<file path="src/rtl/router_egress_reader_if.sv">
// Signal bundle between the egress reader, its packet FIFO and the downstream port.
// master: the reader side. slave: the FIFO/downstream environment side.
interface router_egress_reader_if;
   logic       fifo_empty;
   logic [7:0] fifo_data;
   logic       fifo_read_enb;
   logic       fifo_soft_reset;
   logic [7:0] dout;
   logic       dout_vld;
   logic       dout_rdy;
   logic       dout_last;
   logic       pkt_done;
   logic       parity_err;

   modport master (
      input  fifo_empty, fifo_data, dout_rdy,
      output fifo_read_enb, fifo_soft_reset, dout, dout_vld, dout_last, pkt_done, parity_err
   );

   modport slave (
      output fifo_empty, fifo_data, dout_rdy,
      input  fifo_read_enb, fifo_soft_reset, dout, dout_vld, dout_last, pkt_done, parity_err
   );
endinterface

</file>
<file path="src/rtl/router_egress_reader.sv">
// Egress reader for one router packet FIFO: pops one byte at a time, presents it downstream
// with valid/ready, frames packets from the header length field, checks the parity byte and
// flushes the FIFO when downstream stalls for TIMEOUT cycles.
module router_egress_reader #(
   parameter int unsigned TIMEOUT = 30
) (
   input  logic                  clk,
   input  logic                  reset,
   router_egress_reader_if.master bus
);

   typedef enum logic [1:0] {StIdle, StWait, StSend, StDrop} state_t;

   localparam logic [7:0] StallMax = 8'(TIMEOUT - 1);

   state_t     state;
   logic [7:0] dout_r;
   logic [7:0] stall_cnt;
   logic [7:0] par;
   logic [6:0] rem;
   logic       in_pkt;
   logic       dout_vld_r;
   logic       soft_reset_r;
   logic       pkt_done_r;
   logic       parity_err_r;
   logic       pop;

   // Pop only from IDLE with data available; gated by reset so nothing is popped while held.
   assign pop = (state == StIdle) && !bus.fifo_empty && !reset;

   // Main FSM: byte transfer, framing, stall timeout and registered pulse outputs.
   always_ff @(posedge clk or posedge reset) begin
      if (reset) begin
         state        <= StIdle;
         dout_r       <= 8'd0;
         stall_cnt    <= 8'd0;
         par          <= 8'd0;
         rem          <= 7'd0;
         in_pkt       <= 1'b0;
         dout_vld_r   <= 1'b0;
         soft_reset_r <= 1'b0;
         pkt_done_r   <= 1'b0;
         parity_err_r <= 1'b0;
      end else begin
         pkt_done_r   <= 1'b0;
         parity_err_r <= 1'b0;
         soft_reset_r <= 1'b0;
         unique case (state)
            StIdle: begin
               if (pop) begin
                  state <= StWait;
               end
            end
            StWait: begin
               // FIFO data is registered, so it is valid in this cycle.
               dout_r     <= bus.fifo_data;
               dout_vld_r <= 1'b1;
               stall_cnt  <= 8'd0;
               state      <= StSend;
            end
            StSend: begin
               // Acceptance has priority over the timeout in the same cycle.
               if (bus.dout_rdy) begin
                  dout_vld_r <= 1'b0;
                  state      <= StIdle;
                  if (!in_pkt) begin
                     in_pkt <= 1'b1;
                     rem    <= {1'b0, dout_r[7:2]} + 7'd1;
                     par    <= dout_r;
                  end else if (rem == 7'd1) begin
                     pkt_done_r   <= 1'b1;
                     parity_err_r <= (par != dout_r);
                     in_pkt       <= 1'b0;
                     rem          <= 7'd0;
                  end else begin
                     par <= par ^ dout_r;
                     rem <= rem - 7'd1;
                  end
               end else if (stall_cnt == StallMax) begin
                  dout_vld_r   <= 1'b0;
                  soft_reset_r <= 1'b1;
                  state        <= StDrop;
               end else begin
                  stall_cnt <= stall_cnt + 8'd1;
               end
            end
            StDrop: begin
               // FIFO is flushed this cycle; the next byte read starts a fresh packet.
               in_pkt    <= 1'b0;
               rem       <= 7'd0;
               par       <= 8'd0;
               stall_cnt <= 8'd0;
               state     <= StIdle;
            end
            default: begin
               state <= StIdle;
            end
         endcase
      end
   end

   assign bus.fifo_read_enb   = pop;
   assign bus.fifo_soft_reset = soft_reset_r;
   assign bus.dout            = dout_r;
   assign bus.dout_vld        = dout_vld_r;
   assign bus.dout_last       = dout_vld_r & in_pkt & (rem == 7'd1);
   assign bus.pkt_done        = pkt_done_r;
   assign bus.parity_err      = parity_err_r;

endmodule

</file>
<file path="src/flat_wrapper.sv">
// flat-port wrapper written by rule: the top's interface ports become plain ports
module router_egress_reader_flat 
#(
   parameter int unsigned TIMEOUT = 30
)
  (clk, reset, bus_fifo_empty, bus_fifo_data, bus_dout_rdy, bus_fifo_read_enb, bus_fifo_soft_reset, bus_dout, bus_dout_vld, bus_dout_last, bus_pkt_done, bus_parity_err);
  router_egress_reader_if bus_i ();
  input  logic clk;
  input  logic reset;
  input wire logic [$bits(bus_i.fifo_empty)-1:0] bus_fifo_empty;
  input wire logic [$bits(bus_i.fifo_data)-1:0] bus_fifo_data;
  input wire logic [$bits(bus_i.dout_rdy)-1:0] bus_dout_rdy;
  output wire logic [$bits(bus_i.fifo_read_enb)-1:0] bus_fifo_read_enb;
  output wire logic [$bits(bus_i.fifo_soft_reset)-1:0] bus_fifo_soft_reset;
  output wire logic [$bits(bus_i.dout)-1:0] bus_dout;
  output wire logic [$bits(bus_i.dout_vld)-1:0] bus_dout_vld;
  output wire logic [$bits(bus_i.dout_last)-1:0] bus_dout_last;
  output wire logic [$bits(bus_i.pkt_done)-1:0] bus_pkt_done;
  output wire logic [$bits(bus_i.parity_err)-1:0] bus_parity_err;
  assign bus_i.fifo_empty = bus_fifo_empty;
  assign bus_i.fifo_data = bus_fifo_data;
  assign bus_i.dout_rdy = bus_dout_rdy;
  assign bus_fifo_read_enb = bus_i.fifo_read_enb;
  assign bus_fifo_soft_reset = bus_i.fifo_soft_reset;
  assign bus_dout = bus_i.dout;
  assign bus_dout_vld = bus_i.dout_vld;
  assign bus_dout_last = bus_i.dout_last;
  assign bus_pkt_done = bus_i.pkt_done;
  assign bus_parity_err = bus_i.parity_err;
  router_egress_reader #(.TIMEOUT(TIMEOUT)) u_core (.clk(clk), .reset(reset), .bus(bus_i));
endmodule
</file>
<file path="config.mk">
export PLATFORM = sky130hd
export DESIGN_NAME = router_egress_reader_flat
export DESIGN_NICKNAME = d
export VERILOG_FILES = /design/src/rtl/router_egress_reader_if.sv /design/src/rtl/router_egress_reader.sv /design/src/flat_wrapper.sv
export SDC_FILE = /design/constraint.sdc
export NUM_CORES = 1
export LEC_CHECK = 0
export ABC_AREA = 1
export BUFFER_PORTS_ARGS = -buffer_cell sky130_fd_sc_hd__buf_2
export CAP_MARGIN = 20
export CORE_AREA = 5 5 75 77
export DETAILED_ROUTE_END_ITERATION = 10
export DIE_AREA = 0 0 80 82
export GPL_TIMING_DRIVEN = 0
export PLACE_DENSITY = 0.69
export SETUP_SLACK_MARGIN = 0.2
export SYNTH_ARGS = -nofsm -noshare
export SYNTH_HDL_FRONTEND = slang
export SYNTH_SLANG_ARGS = --single-unit
</file>
<file path="constraint.sdc">
create_clock -name clk -period 3.4 [get_ports clk]
set_input_delay 0.51 -clock clk [delete_from_list [all_inputs] [get_ports clk]]
set_output_delay 0.51 -clock clk [all_outputs]
set_load 0.005 [all_outputs]
</file>
==> impl_metrics.ini <==
[clocking]
cts_tree = yes
cts_post_setup_buffers_inserted = 0
hold_buffers = 0
root_buffer = clkbuf_8
clkSinkCount = 38
clkTransAtPathRegs_ps = 80
clk_path_buf_depth = 2
worst_skew_late_latency_ps = 300
cts_max_level = 2
cts_resized = 0
numCtsBuffers = 5

[power_and_ir_drop]
finalPower_mw = 2.39
worst_supply_voltage_drop_on_vdd_uv = 465
power_density_nw_per_um2 = 889
leakage_nw = 1.47

[route]
detail-route-antenna-nets = 0
detail_route.wirelength.met1_um = 2340
route.met3.wl_um = 238
wirelength_um = 5130
vias = 2097
wl_met2_um = 2510
drt-pass1-iter-count = 4
drt_iter0_markers = 129
highest_layer = met4
drt-vias-per-instance = 4.98
post_drt_wl_per_cell_um = 12.2
post-route-drc-count = 0

[global_route]
grt_start_max_net_pins = 40
grt_antenna_before_repair = 0
grt_pass1_wl_um = 9110
grt_util_all_layers = 0.176
overflow = 0
via_count_of_the_first_global_routing_pass = 2056

[hold_path]
worst_hold_path_type = in -> async

[die]
design.core.area_sq_um = 4940
design.portCount = 26
fp.dieArea_sq_um = 6560
initial_core_util = 0.478
chipHeight_um = 82
fp-row-count = 26
die-width_um = 80

[sta]
fmax_mhz = 488
hold_violations = 0
grt_setup_unrepaired = false
setup-violations-final = 0
worst-slew-pin-transition_ps = 829
fin_ws_ps = 1350
final.setup.tns_ps = 0
timing.max_slew.rel_slack = 0.446
timing_max_transition_violations_final = 0
timing.final.crit_period_ps = 2050
clock_skew_ps = 7.11
final.period_utilization = 0.603

[worst_setup_path]
critPathBufInv = 3
cp_data_arrival_time_ps = 1540
worst-path-max-fanout = 39
largest_stage_delay_worst_path_ps = 600
timing.rr.start = u_core.state[0]
critPathTopFamily = buffers and inverters
critical_path.slowest_cell = inv_2
crit_path_start = reset
path_depth = 5
rr_endpoint = u_core.rem[2]
reg2reg_depth = 8
cp-start-kind = input port
reg2reg_setup_slack_ps = 1710
timing.critical_path.to = bus_fifo_read_enb
timing_worst_setup_path_type = in -> out
worst_setup_path_end_kind = primary output
timing.critical_path.cells = buf_2 > inv_2 > nand2_1 > nor2_1 > buf_2
critical_path_required_ps = 2890
timing.critical_path.mode_cell = buf_2

[yosys]
ys_seq_elements = 38
distinct_cell_type_count_of_the_synthesized_netlist = 30
syn_nets = 340
post-synth-top-area-fraction = 0.402
synth.top_cells.by_area = dfrtp_1 40%, nand2_1 15%, inv_1 6.5%, nand3_1 5.5%, ha_1 5.3%
post-synth-top-area-cell = dfrtp_1
yosys_warns = 0
proportion_of_synthesized_chip_area_in_sequential_cells = 0.402
post_synth_inst_count = 318
synth.cell_area_sq_um = 2370
syn_area_per_cell_sq_um = 7.44

[final_layout]
fillerInstances = 490
layout-drive-gt1-share = 0.182
area_delta_synth_final_pct = 13.6
non_filler_instance_count_after_layout = 421
layout.cells.most_common = nand2_1
layout_common_cells = 95 x nand2_1, 40 x inv_1, 38 x dfrtp_1, 28 x buf_2, 26 x nand3_1
diodes = 0
num-nets-final = 372

[placed_design]
io_buffers = 25
gp_congestion = 0.878
placement_stage_worst_setup_slack_ps = 1280
placedCellCount = 413
hpwl_um = 3860

[status]
outcome = finished clean

[flow_run]
timing.max_cap.violations = 0
-- power breakdown --
group          switching, mW  internal (mW)
Sequential             0.158          0.613
Combinational          0.755          0.479
Clock                  0.168          0.216
-- layout make-up --
type | count | area (sq um) | share of cell area
plain buffers | 6 | 46.3 | 0.0172
clock inverters | 3 | 40.0 | 0.0149
repair buffers | 25 | 125 | 0.0466
flip-flops and latches | 38 | 951 | 0.354
multi-input cells | 229 | 1200 | 0.446
inverters | 45 | 169 | 0.0628
clock buffers | 5 | 68.8 | 0.0256
well taps | 70 | 87.6 | 0.0326
-- sequential cells by signal, indices dropped and copies added, names as in the netlist --
| name | flops |
|---|---|
| u_core.state | 2 |
| u_core.stall_cnt | 8 |
| u_core.rem | 7 |
| u_core.bus.parity_err | 1 |
| u_core.bus.pkt_done | 1 |
| u_core.bus.dout | 8 |
| u_core.in_pkt | 1 |
| u_core.bus.fifo_soft_reset | 1 |
| u_core.bus.dout_vld | 1 |
| u_core.par | 8 |
-- metrics by stage --
stage | util | instance area, sq um | hold slack (ps)
after floorplan | - | 2370 | 471
after CTS | 0.544 | 2690 | 400
after global routing | 0.544 | 2690 | 410
final | 0.544 | 2690 | 379
after global placement | 0.522 | 2580 | 493
after detailed placement | 0.522 | 2580 | 497
-- how the worst min path moves through the flow --
stage | from | to | cells past startpoint
after global routing | bus_dout_rdy | u_core.bus.fifo_soft_reset | 2
final | reset | u_core.rem[2] | 2
after detailed placement | u_core.bus.dout_vld | u_core.bus.dout_vld | 2
after floorplan | u_core.rem[6] | u_core.rem[6] | 2
after CTS | bus_dout_rdy | u_core.bus.fifo_soft_reset | 2
after global placement | u_core.rem[6] | u_core.rem[6] | 2
-- synth_stat cells (all sizes together) --
cell / count
xnor2: 5
nand3b: 1
nand4: 5
nor2: 24
inv: 45
nand2b: 1
ha: 10
clkbuf: 1
nor3: 2
nand2: 104
a21o: 1
o22ai: 2
o21ai: 30
buf: 5
dfrtp: 38
mux2: 1
a21oi: 10
nand3: 27
and3: 1
xor2: 5
-- metal layers --
| metal | vias to the layer above | GRT usage |
|---|---|---|
| met5 | - | 0 |
| met4 | 0 | 0.0422 |
| met3 | 7 | 0.0461 |
| met2 | 40 | 0.308 |
| met1 | 978 | 0.217 |
| li1 | 1072 | - |
-- cell families (layout without fill, tap and decap cells) --
family	after synthesis	in the layout	share of synthesized area
DFF	38	38	0.402
xor gates and xnor gates	10	10	0.0370
AOI/OAI and AO/OA	43	43	0.101
muxes	1	1	0.00476
adders and majority gates	10	10	0.0529
buffers and inverters	51	84	0.0910
and+or+nand+nor	165	165	0.311
Note: power is estimated with default switching activity, not from simulation.
